**src/rtl/pre_proc_hpf.sv**
```systemverilog
// Second-order high-pass pre-filter, one 16-bit sample per request, ITU basic-op exact.
// A single 32x16 multiply path is time-shared across the five taps by the sequencer.
module pre_proc_hpf (
    input  logic               mclk,
    input  logic               reset,
    input  logic               start,
    input  logic               init,
    input  logic signed [15:0] x_in,
    output logic               busy,
    output logic               done,
    output logic signed [15:0] y_out
);

    localparam int unsigned XW = 16;
    localparam int unsigned AW = 32;
    localparam int unsigned SHL = 3;

    localparam logic signed [XW-1:0] A1 = 16'sd7807;
    localparam logic signed [XW-1:0] A2 = -16'sd3733;
    localparam logic signed [XW-1:0] B0 = 16'sd1899;
    localparam logic signed [XW-1:0] B1 = -16'sd3798;
    localparam logic signed [XW-1:0] B2 = 16'sd1899;

    localparam logic signed [AW-1:0] MAX32 = 32'sh7FFF_FFFF;
    localparam logic signed [AW-1:0] MIN32 = 32'sh8000_0000;

    typedef enum logic [3:0] {
        S_IDLE, S_MY1, S_MY2, S_MX0, S_MX1, S_MX2, S_SHIFT, S_UPD, S_DONE
    } state_t;

    state_t                state_q, state_d;
    logic signed [AW-1:0]  acc_q, acc_d;
    logic signed [XW-1:0]  xs_q, xs_d, x1_q, x1_d, x2_q, x2_d;
    logic signed [AW-1:0]  y1_q, y1_d, y2_q, y2_d;
    logic                  busy_q, busy_d, done_q, done_d;
    logic signed [XW-1:0]  y_q, y_d;

    // Saturating 32-bit add (L_add).
    function automatic logic signed [AW-1:0] l_add(input logic signed [AW-1:0] a,
                                                   input logic signed [AW-1:0] b);
        logic signed [AW:0] s;
        s = (AW+1)'(a) + (AW+1)'(b);
        if (s[AW] != s[AW-1]) l_add = s[AW] ? MIN32 : MAX32;
        else                  l_add = s[AW-1:0];
    endfunction

    logic signed [AW-1:0] op32;
    logic signed [XW-1:0] coef, hi, lo;
    logic signed [AW-1:0] p_hi, p_lo, l_mult, lo_term, mpy, acc_mac, acc_shl, rnd;

    // Shared Mpy_32_16 path; x taps enter as x<<16 so the low half contributes nothing.
    always_comb begin
        op32 = '0;
        coef = '0;
        case (state_q)
            S_MY1:   begin op32 = y1_q;          coef = A1; end
            S_MY2:   begin op32 = y2_q;          coef = A2; end
            S_MX0:   begin op32 = {xs_q, 16'h0}; coef = B0; end
            S_MX1:   begin op32 = {x1_q, 16'h0}; coef = B1; end
            S_MX2:   begin op32 = {x2_q, 16'h0}; coef = B2; end
            default: begin op32 = '0;            coef = '0; end
        endcase
        hi      = op32[31:16];
        lo      = op32[15:0] >> 1;
        p_hi    = AW'(hi) * AW'(coef);
        p_lo    = AW'(lo) * AW'(coef);
        l_mult  = (p_hi == 32'sh4000_0000) ? MAX32 : (p_hi <<< 1);
        lo_term = (p_lo >>> 15) <<< 1;
        mpy     = l_add(l_mult, lo_term);
        acc_mac = l_add(acc_q, mpy);
        if (acc_q[31:28] == 4'h0 || acc_q[31:28] == 4'hF) acc_shl = acc_q <<< SHL;
        else                                              acc_shl = acc_q[31] ? MIN32 : MAX32;
        rnd     = l_add(acc_q, 32'sh0000_8000);
    end

    always_comb begin
        state_d = state_q;
        acc_d   = acc_q;
        xs_d    = xs_q;
        x1_d    = x1_q;
        x2_d    = x2_q;
        y1_d    = y1_q;
        y2_d    = y2_q;
        busy_d  = busy_q;
        done_d  = 1'b0;
        y_d     = y_q;
        case (state_q)
            S_IDLE: begin
                if (init) begin
                    x1_d = '0;
                    x2_d = '0;
                    y1_d = '0;
                    y2_d = '0;
                end
                if (start) begin
                    xs_d    = x_in;
                    acc_d   = '0;
                    busy_d  = 1'b1;
                    state_d = S_MY1;
                end
            end
            S_MY1:   begin acc_d = acc_mac; state_d = S_MY2;   end
            S_MY2:   begin acc_d = acc_mac; state_d = S_MX0;   end
            S_MX0:   begin acc_d = acc_mac; state_d = S_MX1;   end
            S_MX1:   begin acc_d = acc_mac; state_d = S_MX2;   end
            S_MX2:   begin acc_d = acc_mac; state_d = S_SHIFT; end
            S_SHIFT: begin acc_d = acc_shl; state_d = S_UPD;   end
            S_UPD: begin
                y2_d    = y1_q;
                y1_d    = acc_q;
                x2_d    = x1_q;
                x1_d    = xs_q;
                y_d     = XW'(rnd >>> 16);
                state_d = S_DONE;
            end
            S_DONE: begin
                done_d  = 1'b1;
                busy_d  = 1'b0;
                state_d = S_IDLE;
            end
            default: state_d = S_IDLE;
        endcase
    end

    always_ff @(posedge mclk or negedge reset) begin
        if (!reset) begin
            state_q <= S_IDLE;
            acc_q   <= '0;
            xs_q    <= '0;
            x1_q    <= '0;
            x2_q    <= '0;
            y1_q    <= '0;
            y2_q    <= '0;
            busy_q  <= 1'b0;
            done_q  <= 1'b0;
            y_q     <= '0;
        end else begin
            state_q <= state_d;
            acc_q   <= acc_d;
            xs_q    <= xs_d;
            x1_q    <= x1_d;
            x2_q    <= x2_d;
            y1_q    <= y1_d;
            y2_q    <= y2_d;
            busy_q  <= busy_d;
            done_q  <= done_d;
            y_q     <= y_d;
        end
    end

    assign busy  = busy_q;
    assign done  = done_q;
    assign y_out = y_q;

endmodule
```
**config.mk**
```make
export PLATFORM = sky130hd
export DESIGN_NAME = pre_proc_hpf
export DESIGN_NICKNAME = d
export VERILOG_FILES = /design/src/rtl/pre_proc_hpf.sv
export SDC_FILE = /design/constraint.sdc
export NUM_CORES = 1
export LEC_CHECK = 0
export BUFFER_PORTS_ARGS = -buffer_cell sky130_fd_sc_hd__buf_2
export CORE_MARGIN = 1
export CORE_UTILIZATION = 50
export CTS_CLUSTER_SIZE = 8
export DETAILED_ROUTE_END_ITERATION = 16
export GPL_ROUTABILITY_DRIVEN = 1
export PLACE_DENSITY = 0.64
export SLEW_MARGIN = 20
export SYNTH_ARGS = -nofsm -noshare
export SYNTH_HDL_FRONTEND = slang
export SYNTH_SLANG_ARGS = --single-unit
```
**constraint.sdc**
```tcl
create_clock -name mclk -period 34.5 [get_ports mclk]
set_input_delay 6.9 -clock mclk [delete_from_list [all_inputs] [get_ports mclk]]
set_output_delay 6.9 -clock mclk [all_outputs]
set_load 0.05 [all_outputs]
```
==> results of run 1 <==
## per-stage QoR
step	hold slack [ns]	instance area, um2	utilization [%]
after floorplan	0.4654	26550	-
after global placement	0.4826	27420	52.18
after detailed placement	0.4832	27420	52.18
after CTS	0.5036	28020	53.32
after global routing	0.5140	28040	53.35
final	0.5048	28040	53.35
## cells by family after synthesis
| family | count (synthesis) | share of synthesized area, % |
|---|---|---|
| muxes | 22 | 0.9049 |
| DFF | 164 | 15.46 |
| buffers and inverters | 683 | 9.822 |
| adders and majority gates | 697 | 44.29 |
| and+or+nand+nor | 610 | 11.24 |
| xor gates and xnor gates | 120 | 4.039 |
| AOI/OAI and AO/OA | 545 | 14.25 |
## cell type report
cell class                      count  area share [%]
Inverter                          601           8.046
Timing Repair Buffer               56           1.281
Clock inverter                     11          0.5400
Sequential cell                   164           14.64
Multi-Input combinational cell   1994           70.83
Tap cell                          688           3.070
Clock buffer                       20           1.593
## how the worst max path moves through the flow
stage	from	end	slack, ns	cells past startpoint
finish	state_q[3]$_DFFE_PN0P_	acc_q[25]$_DFFE_PN0P_	18.15	54
global route	state_q[0]$_DFFE_PN0P_	acc_q[1]$_DFFE_PN0P_	17.22	51
CTS	state_q[3]$_DFFE_PN0P_	acc_q[1]$_DFFE_PN0P_	18.41	55
detailed placement	state_q[3]$_DFFE_PN0P_	acc_q[1]$_DFFE_PN0P_	18.52	51
global placement	state_q[3]$_DFFE_PN0P_	acc_q[1]$_DFFE_PN0P_	19.02	54
floorplan	state_q[0]$_DFFE_PN0P_	acc_q[21]$_DFFE_PN0P_	21.34	59
## state kept, by name, summed over array words and instances (netlist names)
name / cells
done: 1
xs_q: 16
state_q: 4
x1_q: 16
y_out: 16
y1_q: 31
acc_q: 32
busy: 1
x2_q: 16
y2_q: 31
## per-layer routing
| metal | vias to the layer above | track usage [%] | routed length (um) |
|---|---|---|---|
| met2 | 613 | 44.99 | 33760 |
| li1 | 9235 | - | - |
| met5 | - | 0 | 0 |
| met3 | 89 | 5.270 | 5104 |
| met1 | 10190 | 42.59 | 34110 |
| met4 | 0 | 7.196 | 1567 |
## synth_stat cells (all sizes together), types with 15 or more instances
master	instances
inv	601
fa	406
ha	286
nand2	186
dfrtp	164
nor2	164
o21ai	125
a21oi	110
a22o	96
xnor2	72
nand3	68
a21o	53
clkbuf	49
xor2	47
nand2b	36
buf	33
and3	29
a22oi	24
and2	24
nor3	23
nor2b	19
mux2	16
a211oi	15
## cell usage in the layout, fill, tap and decap left out, types with 14 or more instances in the layout
master,synthesis,layout
inv_1,600,600
fa_1,406,406
ha_1,286,286
nand2_1,176,176
dfrtp_1,164,164
nor2_1,161,160
o21ai_0,114,114
a21oi_1,107,107
a22o_1,96,96
xnor2_1,71,71
nand3_1,67,67
a21o_1,53,53
xor2_1,47,47
nand2b_1,36,36
buf_2,14,36
and3_1,29,29
and2_1,23,23
a22oi_1,23,23
nor3_1,23,20
nor2b_1,18,18
clkbuf_16,0,17
buf_4,3,17
mux2_2,16,16
o21a_1,14,14
o22a_1,14,14
## critical path, delay by kind of cell (launching register included)
family | cells | cell delay (ns)
and+or+nand+nor | 15 | 4.45
adders and majority gates | 11 | 4.58
AOI/OAI and AO/OA | 17 | 4.62
xor gates and xnor gates | 2 | 0.36
DFF | 1 | 0.68
buffers and inverters | 9 | 1.47
==> results.json, run 1 <==
{
  "finalHoldViolCount": 0,
  "start_kind": "flip-flop",
  "setup_ws_ns": 18.15,
  "htreeDepth": 4,
  "cts_tree": "done",
  "drc": 0,
  "io_buffer_count": 37,
  "first_pass_iters": 5,
  "slew_viol_final": 0,
  "critical_path.slowest_cell": "nor2_1",
  "async_flop_share_pct": 100.0,
  "min_from": "y2_q[5]$_DFFE_PN0P_",
  "cts_setup_buffers": 0,
  "clk-insertion-delay-late_ns": 0.48,
  "avgSynthCellArea_um2": 9.344,
  "vias_per_cell": 5.695,
  "wl_mm": 74.54,
  "cp.required_ns": 34.86,
  "synth_edf_count": 0,
  "synth_cell_types": 92,
  "worstReg2RegStart": "state_q[3]$_DFFE_PN0P_",
  "yosys_warnings": 0,
  "hold-path-endpoint": "y2_q[5]$_DFFE_PN0P_",
  "num_antenna_cells": 0,
  "multi_input_comb_area_um2": 19860,
  "final_cells": 3534,
  "rsz0062_at_grt": "no",
  "ctsHoldBuffers": 0,
  "antenna_found_initial": 3,
  "synth.top_cell.area_share_pct": 30.62,
  "clk_pin_slew_ns": 0.07,
  "synthTopCellsByArea": "fa_1, dfrtp_1, ha_1",
  "cts_resized": 0,
  "root_buffer": "clkbuf_16",
  "antenna_left": 0,
  "rr_worst_depth": 54,
  "grt_pass1_vias": 20966,
  "dieArea_um2": 54020,
  "ys_seq_area_share_pct": 15.46,
  "placedCellCount": 3502,
  "cp_slowest_stage_delay_ns": 0.85,
  "syn_nets": 3553,
  "overflow": 0,
  "start_util_pct": 50.52,
  "grt_pass1_wl_mm": 119.4,
  "tns_ns": 0,
  "fillCellCount": 4828,
  "vias": 20127,
  "core_area_um2": 52550,
  "max_freq_mhz": 61.16,
  "grt_start_max_net_pins": 111,
  "fp-row-count": 84,
  "drtIter0Drc": 1502,
  "cp_max_fo": 36,
  "skew_ns": 0.008860,
  "hpwl_mm": 62.69,
  "finalSetupViolCount": 0,
  "rr_endpoint": "acc_q[25]$_DFFE_PN0P_",
  "clockBufferDepth": 2,
  "slew_headroom_pct": 28.74,
  "cts_inserted_buffers": 17,
  "wl_per_cell_um": 21.09,
  "cts_sinks": 164,
  "fin_crit_ns": 16.35,
  "holdPathStages": 1,
  "worst_pin_slew_ns": 1.066,
  "syn_area_um2": 26550,
  "syn_inst": 2841,
  "seq_area_um2": 4104,
  "crit_type": "reg2reg",
  "pre_cts_ws_ns": 18.52,
  "synth_top_area_cell": "fa_1",
  "die_w_um": 232.4,
  "cp-end-kind": "flip-flop",
  "grt.total_usage_pct": 29.26,
  "nNetsFinal": 3546,
  "chipHeight_um": 232.4,
  "boundaryPins": 38,
  "min_period_over_period_pct": 47.40,
  "rrSetupSlack_ns": 18.15,
  "ys_seq_elements": 164,
  "place.gp.congestion": 0.9491,
  "maxCapViolations": 0,
  "syn2layout_area_growth_pct": 5.618,
  "cp_data_arrival_time_ns": 16.71,
  "hold_class": "reg2reg",
  "drive_above_1_share_pct": 5.692,
  "cpMostUsedCell": "fa_1",
  "status": "finished, final reports clean",
  "synth-main-ff-cell": "dfrtp_1"
}
Power of run 1 is not shown: default switching activity piles up to over one toggle a cycle in this logic, so the estimate is an artifact.
==> run 2: changes to the inputs <==
==> constraint.sdc (replaced) <==
create_clock -name mclk -period 15.88 [get_ports mclk]
set_input_delay 3.176 -clock mclk [delete_from_list [all_inputs] [get_ports mclk]]
set_output_delay 3.176 -clock mclk [all_outputs]
set_load 0.05 [all_outputs]
==> results.json, run 2 (same netlist as run 1, synthesis figures left out) <==
{
  "slew_viol_final": 0,
  "finalHoldViolCount": 0,
  "first_pass_iters": 5,
  "cp_slowest_stage_delay_ns": 0.55,
  "mostFrequentLayoutCell": "inv_1",
  "drtIter0Drc": 1564,
  "seq_area_um2": 4109,
  "fillCellCount": 4859,
  "start_util_pct": 50.52,
  "htreeDepth": 4,
  "min_period_over_period_pct": 91.40,
  "clk-insertion-delay-late_ns": 0.47,
  "cts_inserted_buffers": 17,
  "clockBufferDepth": 2,
  "reg_top3": "acc_q (32), y1_q (31), y2_q (31)",
  "cp_max_fo": 19,
  "overflow": 0,
  "cts_sinks": 164,
  "multi_input_comb_area_um2": 19940,
  "drc": 0,
  "max_freq_mhz": 68.90,
  "worstReg2RegStart": "state_q[3]$_DFFE_PN0P_",
  "largest_reg_flops": 32,
  "chipHeight_um": 232.4,
  "rsz0062_at_grt": "no",
  "placedCellCount": 3503,
  "core_area_um2": 52550,
  "skew_ns": 0.01012,
  "grt.total_usage_pct": 28.76,
  "nNetsFinal": 3550,
  "antenna_left": 0,
  "fp-row-count": 84,
  "drive_above_1_share_pct": 6.596,
  "grt_pass1_vias": 20737,
  "grt_start_max_net_pins": 95,
  "cp-startpoint": "state_q[3]$_DFFE_PN0P_",
  "cp_data_arrival_time_ns": 14.88,
  "worst_pin_slew_ns": 1.041,
  "maxCapViolations": 0,
  "antenna_found_initial": 2,
  "boundaryPins": 38,
  "ctsHoldBuffers": 0,
  "cpMostUsedCell": "fa_1",
  "hold_class": "reg2reg",
  "top_register": "acc_q",
  "cp.required_ns": 16.25,
  "clk_pin_slew_ns": 0.07,
  "wl_mm": 73.58,
  "crit_type": "reg2reg",
  "vias_per_cell": 5.658,
  "layout_common_cells": "inv_1, fa_1, ha_1, nand2_1, dfrtp_1",
  "start_kind": "flip-flop",
  "grt_pass1_wl_mm": 118.3,
  "final_cells": 3540,
  "fin_crit_ns": 14.51,
  "syn2layout_area_growth_pct": 5.967,
  "vias": 20029,
  "critical_path.slowest_cell": "dfrtp_2",
  "slew_headroom_pct": 30.62,
  "cp-end-kind": "flip-flop",
  "tns_ns": 0,
  "wl_per_cell_um": 20.79,
  "dieArea_um2": 54020,
  "io_buffer_count": 37,
  "hpwl_mm": 62.17,
  "die_w_um": 232.4,
  "min_from": "y_out[3]$_DFFE_PN0P_",
  "root_buffer": "clkbuf_16",
  "status": "finished, final reports clean",
  "place.gp.congestion": 0.9452,
  "cts_tree": "done",
  "finalSetupViolCount": 0
}
[run 2: final cells by class]
type | count | share of cell area, %
well taps | 688 | 3.060
clock inverters | 13 | 0.4448
flip-flops and latches | 164 | 14.61
clock buffers | 18 | 1.561
repair buffers | 60 | 1.397
inverters | 601 | 8.033
multi-input cells | 1994 | 70.88
diodes | 2 | 0.01779
[run 2: layer usage]
| metal | track usage (%) | wire, um | part of all wire (%) |
|---|---|---|---|
| met5 | 0 | 0 | 0 |
| met4 | 6.579 | 1313 | 1.8 |
| met3 | 5.061 | 4317 | 5.9 |
| met2 | 44.63 | 33820 | 46 |
| met1 | 41.74 | 34130 | 46 |
[run 2: what timing repair did]
action	CTS	global route
setup buffers	0	2
gates resized for setup	0	25
endpoints found under the setup margin	0	32
[run 2: critical path, delay by kind of cell (launching register included)]
| kind | cells | cell delay, ns |
|---|---|---|
| xor+xnor | 2 | 0.45 |
| fa+ha+maj | 10 | 4.43 |
| flops | 1 | 0.55 |
| buf+inv | 7 | 1.03 |
| simple gates | 11 | 2.58 |
| compound gates | 22 | 5.34 |
[run 2: final timing paths]
kind                       cells past startpoint                    to  slack [ns]
min in group asynchronous                      1   y2_q[6]$_DFFE_PN0P_        2.73
setup / recovery                              52  acc_q[1]$_DFFE_PN0P_        1.37
hold reg to reg                                1  y_out[3]$_DFFE_PN0P_        0.50
setup reg to reg                              52  acc_q[1]$_DFFE_PN0P_        1.37
hold / removal                                 1  y_out[3]$_DFFE_PN0P_        0.50
max in group asynchronous                      3  y1_q[29]$_DFFE_PN0P_       11.89
[run 2: per-stage QoR]
stage	hold WS [ns]	worst slack [ns]	area [um2]	utilization (%)
CTS	0.5046	0.2390	27980	53.24
finish	0.5016	1.366	28130	53.53
detailed placement	0.4845	0.3251	27420	52.17
global route	0.5135	0.2088	28130	53.52
global placement	0.4828	0.9292	27420	52.17
floorplan	0.4654	2.719	26550	-
Power of run 2 is left out for the same reason.
==> run 3: changes to the inputs <==
--- a/config.mk
+++ b/config.mk
@@ -8,6 +8,7 @@
 export BUFFER_PORTS_ARGS = -buffer_cell sky130_fd_sc_hd__buf_2
 export CORE_MARGIN = 1
 export CORE_UTILIZATION = 50
+export CTS_BUF_LIST = sky130_fd_sc_hd__clkbuf_4 sky130_fd_sc_hd__clkbuf_8 sky130_fd_sc_hd__clkbuf_16
 export CTS_CLUSTER_SIZE = 8
 export DETAILED_ROUTE_END_ITERATION = 16
 export GPL_ROUTABILITY_DRIVEN = 1
==> constraint.sdc (replaced) <==
create_clock -name mclk -period 16.7 [get_ports mclk]
set_input_delay 5.01 -clock mclk [delete_from_list [all_inputs] [get_ports mclk]]
set_output_delay 5.01 -clock mclk [all_outputs]
set_load 0.05 [all_outputs]
==> results.json, run 3 (same netlist as run 1, synthesis figures left out) <==
{
  "overflow": 0,
  "nNetsFinal": 3549,
  "clockBufferDepth": 2,
  "syn2layout_area_growth_pct": 5.948,
  "drc": 0,
  "cpMostUsedCell": "fa_1",
  "finalSetupViolCount": 0,
  "cts_sinks": 164,
  "worstReg2RegStart": "state_q[3]$_DFFE_PN0P_",
  "tns_ns": 0,
  "worst_pin_slew_ns": 1.041,
  "skew_ns": 0.01185,
  "fin_crit_ns": 15.70,
  "grt.total_usage_pct": 29.58,
  "grt_pass1_wl_mm": 121.5,
  "mostFrequentLayoutCell": "inv_1",
  "htreeDepth": 4,
  "crit_type": "reg2reg",
  "num_antenna_cells": 0,
  "drive_above_1_share_pct": 6.035,
  "start_kind": "flip-flop",
  "layout_common_cells": "inv_1, fa_1, ha_1, nand2_1, dfrtp_1",
  "cts_tree": "done",
  "die_w_um": 232.4,
  "vias": 20143,
  "max_freq_mhz": 63.71,
  "cts_inserted_buffers": 17,
  "rr_endpoint": "acc_q[28]$_DFFE_PN0P_",
  "wl_per_cell_um": 21.07,
  "dpl-instance-area_um2": 27430,
  "min_period_over_period_pct": 93.99,
  "first_pass_iters": 6,
  "fp-row-count": 84,
  "ctsHoldBuffers": 0,
  "fillCellCount": 4819,
  "rrSetupSlack_ns": 1.00,
  "hpwl_mm": 62.44,
  "boundaryPins": 38,
  "hold-path-endpoint": "y2_q[10]$_DFFE_PN0P_",
  "start_util_pct": 50.52,
  "min_from": "y2_q[10]$_DFFE_PN0P_",
  "reg_top3": "acc_q (32), y1_q (31), y2_q (31)",
  "maxCapViolations": 0,
  "rr_worst_depth": 56,
  "cp_max_fo": 26,
  "antenna_found_initial": 1,
  "slew_viol_final": 0,
  "finalHoldViolCount": 0,
  "grt_pass1_vias": 21258,
  "vias_per_cell": 5.693,
  "wl_mm": 74.54,
  "cp.required_ns": 17.12,
  "antenna_left": 0,
  "clk-insertion-delay-late_ns": 0.48,
  "top_register": "acc_q",
  "core_area_um2": 52550,
  "largest_reg_flops": 32,
  "io_buffer_count": 37,
  "dieArea_um2": 54020,
  "stdcell_area_um2": 28130,
  "cp-end-kind": "flip-flop",
  "cp_data_arrival_time_ns": 16.12,
  "clk_pin_slew_ns": 0.07,
  "place.gp.congestion": 0.9309,
  "hold_class": "reg2reg",
  "root_buffer": "clkbuf_16",
  "status": "finished, final reports clean",
  "drtIter0Drc": 1697,
  "chipHeight_um": 232.4,
  "cp_slowest_stage_delay_ns": 0.69,
  "grt_start_max_net_pins": 102,
  "critical_path.slowest_cell": "dfrtp_1",
  "rsz0062_at_grt": "no",
  "slew_headroom_pct": 30.37,
  "holdPathStages": 1
}
-- run 3: cell types whose count changed in the layout (fill, tap and decap cells not counted), moves of 2 or more --
| cell | change |
|---|---|
| a22oi_1 | +4 |
| a22oi_2 | -4 |
| bufinv_16 | +3 |
| clkinv_2 | -2 |
| dfrtp_1 | +4 |
| dfrtp_2 | -4 |
| diode_2 | -2 |
| nor2_1 | +5 |
| nor2_2 | -5 |
| xnor2_1 | +2 |
-- run 3: through the flow --
step | worst slack [ns] | utilization (%) | hold WS [ns] | cells
3_5_place_dp | 0.3086 | 52.20 | 0.4813 | 3505
3_3_place_gp | 0.1376 | 52.20 | 0.4833 | 3505
2_1_floorplan | 3.539 | - | 0.4654 | 2841
5_1_grt | 0.02479 | 53.52 | 0.5149 | 3538
6_report | 1.003 | 53.52 | 0.5012 | 3538
4_1_cts | 0.2250 | 53.42 | 0.5035 | 3537
-- run 3: layout make-up --
| type | instances | area [um2] | area share (%) |
|---|---|---|---|
| inverters | 601 | 2256 | 8.021 |
| clock inverters | 13 | 193.9 | 0.6895 |
| multi-input cells | 1994 | 19900 | 70.74 |
| flip-flops and latches | 164 | 4104 | 14.59 |
| repair buffers | 59 | 369.1 | 1.312 |
| clock buffers | 19 | 446.7 | 1.588 |
| well taps | 688 | 860.8 | 3.061 |
-- run 3: worst max-delay path by stage --
| stage | cells past startpoint | startpoint | slack [ns] | to |
|---|---|---|---|---|
| after floorplan | 59 | state_q[0]$_DFFE_PN0P_ | 3.54 | acc_q[21]$_DFFE_PN0P_ |
| after global placement | 52 | state_q[3]$_DFFE_PN0P_ | 0.14 | acc_q[15]$_DFFE_PN0P_ |
| after detailed placement | 53 | state_q[0]$_DFFE_PN0P_ | 0.31 | acc_q[28]$_DFFE_PN0P_ |
| after CTS | 53 | state_q[0]$_DFFE_PN0P_ | 0.23 | acc_q[28]$_DFFE_PN0P_ |
| after global routing | 56 | state_q[3]$_DFFE_PN0P_ | 0.02 | acc_q[14]$_DFFE_PN0P_ |
| final | 56 | state_q[3]$_DFFE_PN0P_ | 1.00 | acc_q[28]$_DFFE_PN0P_ |
-- run 3: what timing repair did --
action | CTS | global route
endpoints found under the hold margin | 0 | 0
setup buffers | 0 | 0
resized for setup | 0 | 7
endpoints found under the setup margin | 0 | 32
-- run 3: layer usage --
layer / wire length [um] / part of all wire, % / vias to the layer above / GRT usage, %
met5: 13 / 0.017 / - / 0
li1: - / - / 9244 / -
met1: 34670 / 47 / 10198 / 43.10
met2: 33610 / 45 / 606 / 45.80
met3: 4350 / 5.8 / 93 / 4.473
met4: 1897 / 2.5 / 2 / 7.854
-- run 3: critical path: cells and delay by family, from the launching register on --
family	cells	cell delay [ns]
AO/OA/AOI/OAI	21	4.86
XOR/XNOR	1	0.40
adder cells (fa/ha/maj)	11	4.81
buffers and inverters	10	1.61
flip-flops	1	0.69
AND/OR/NAND/NOR	13	3.22
Power of run 3 is left out for the same reason.
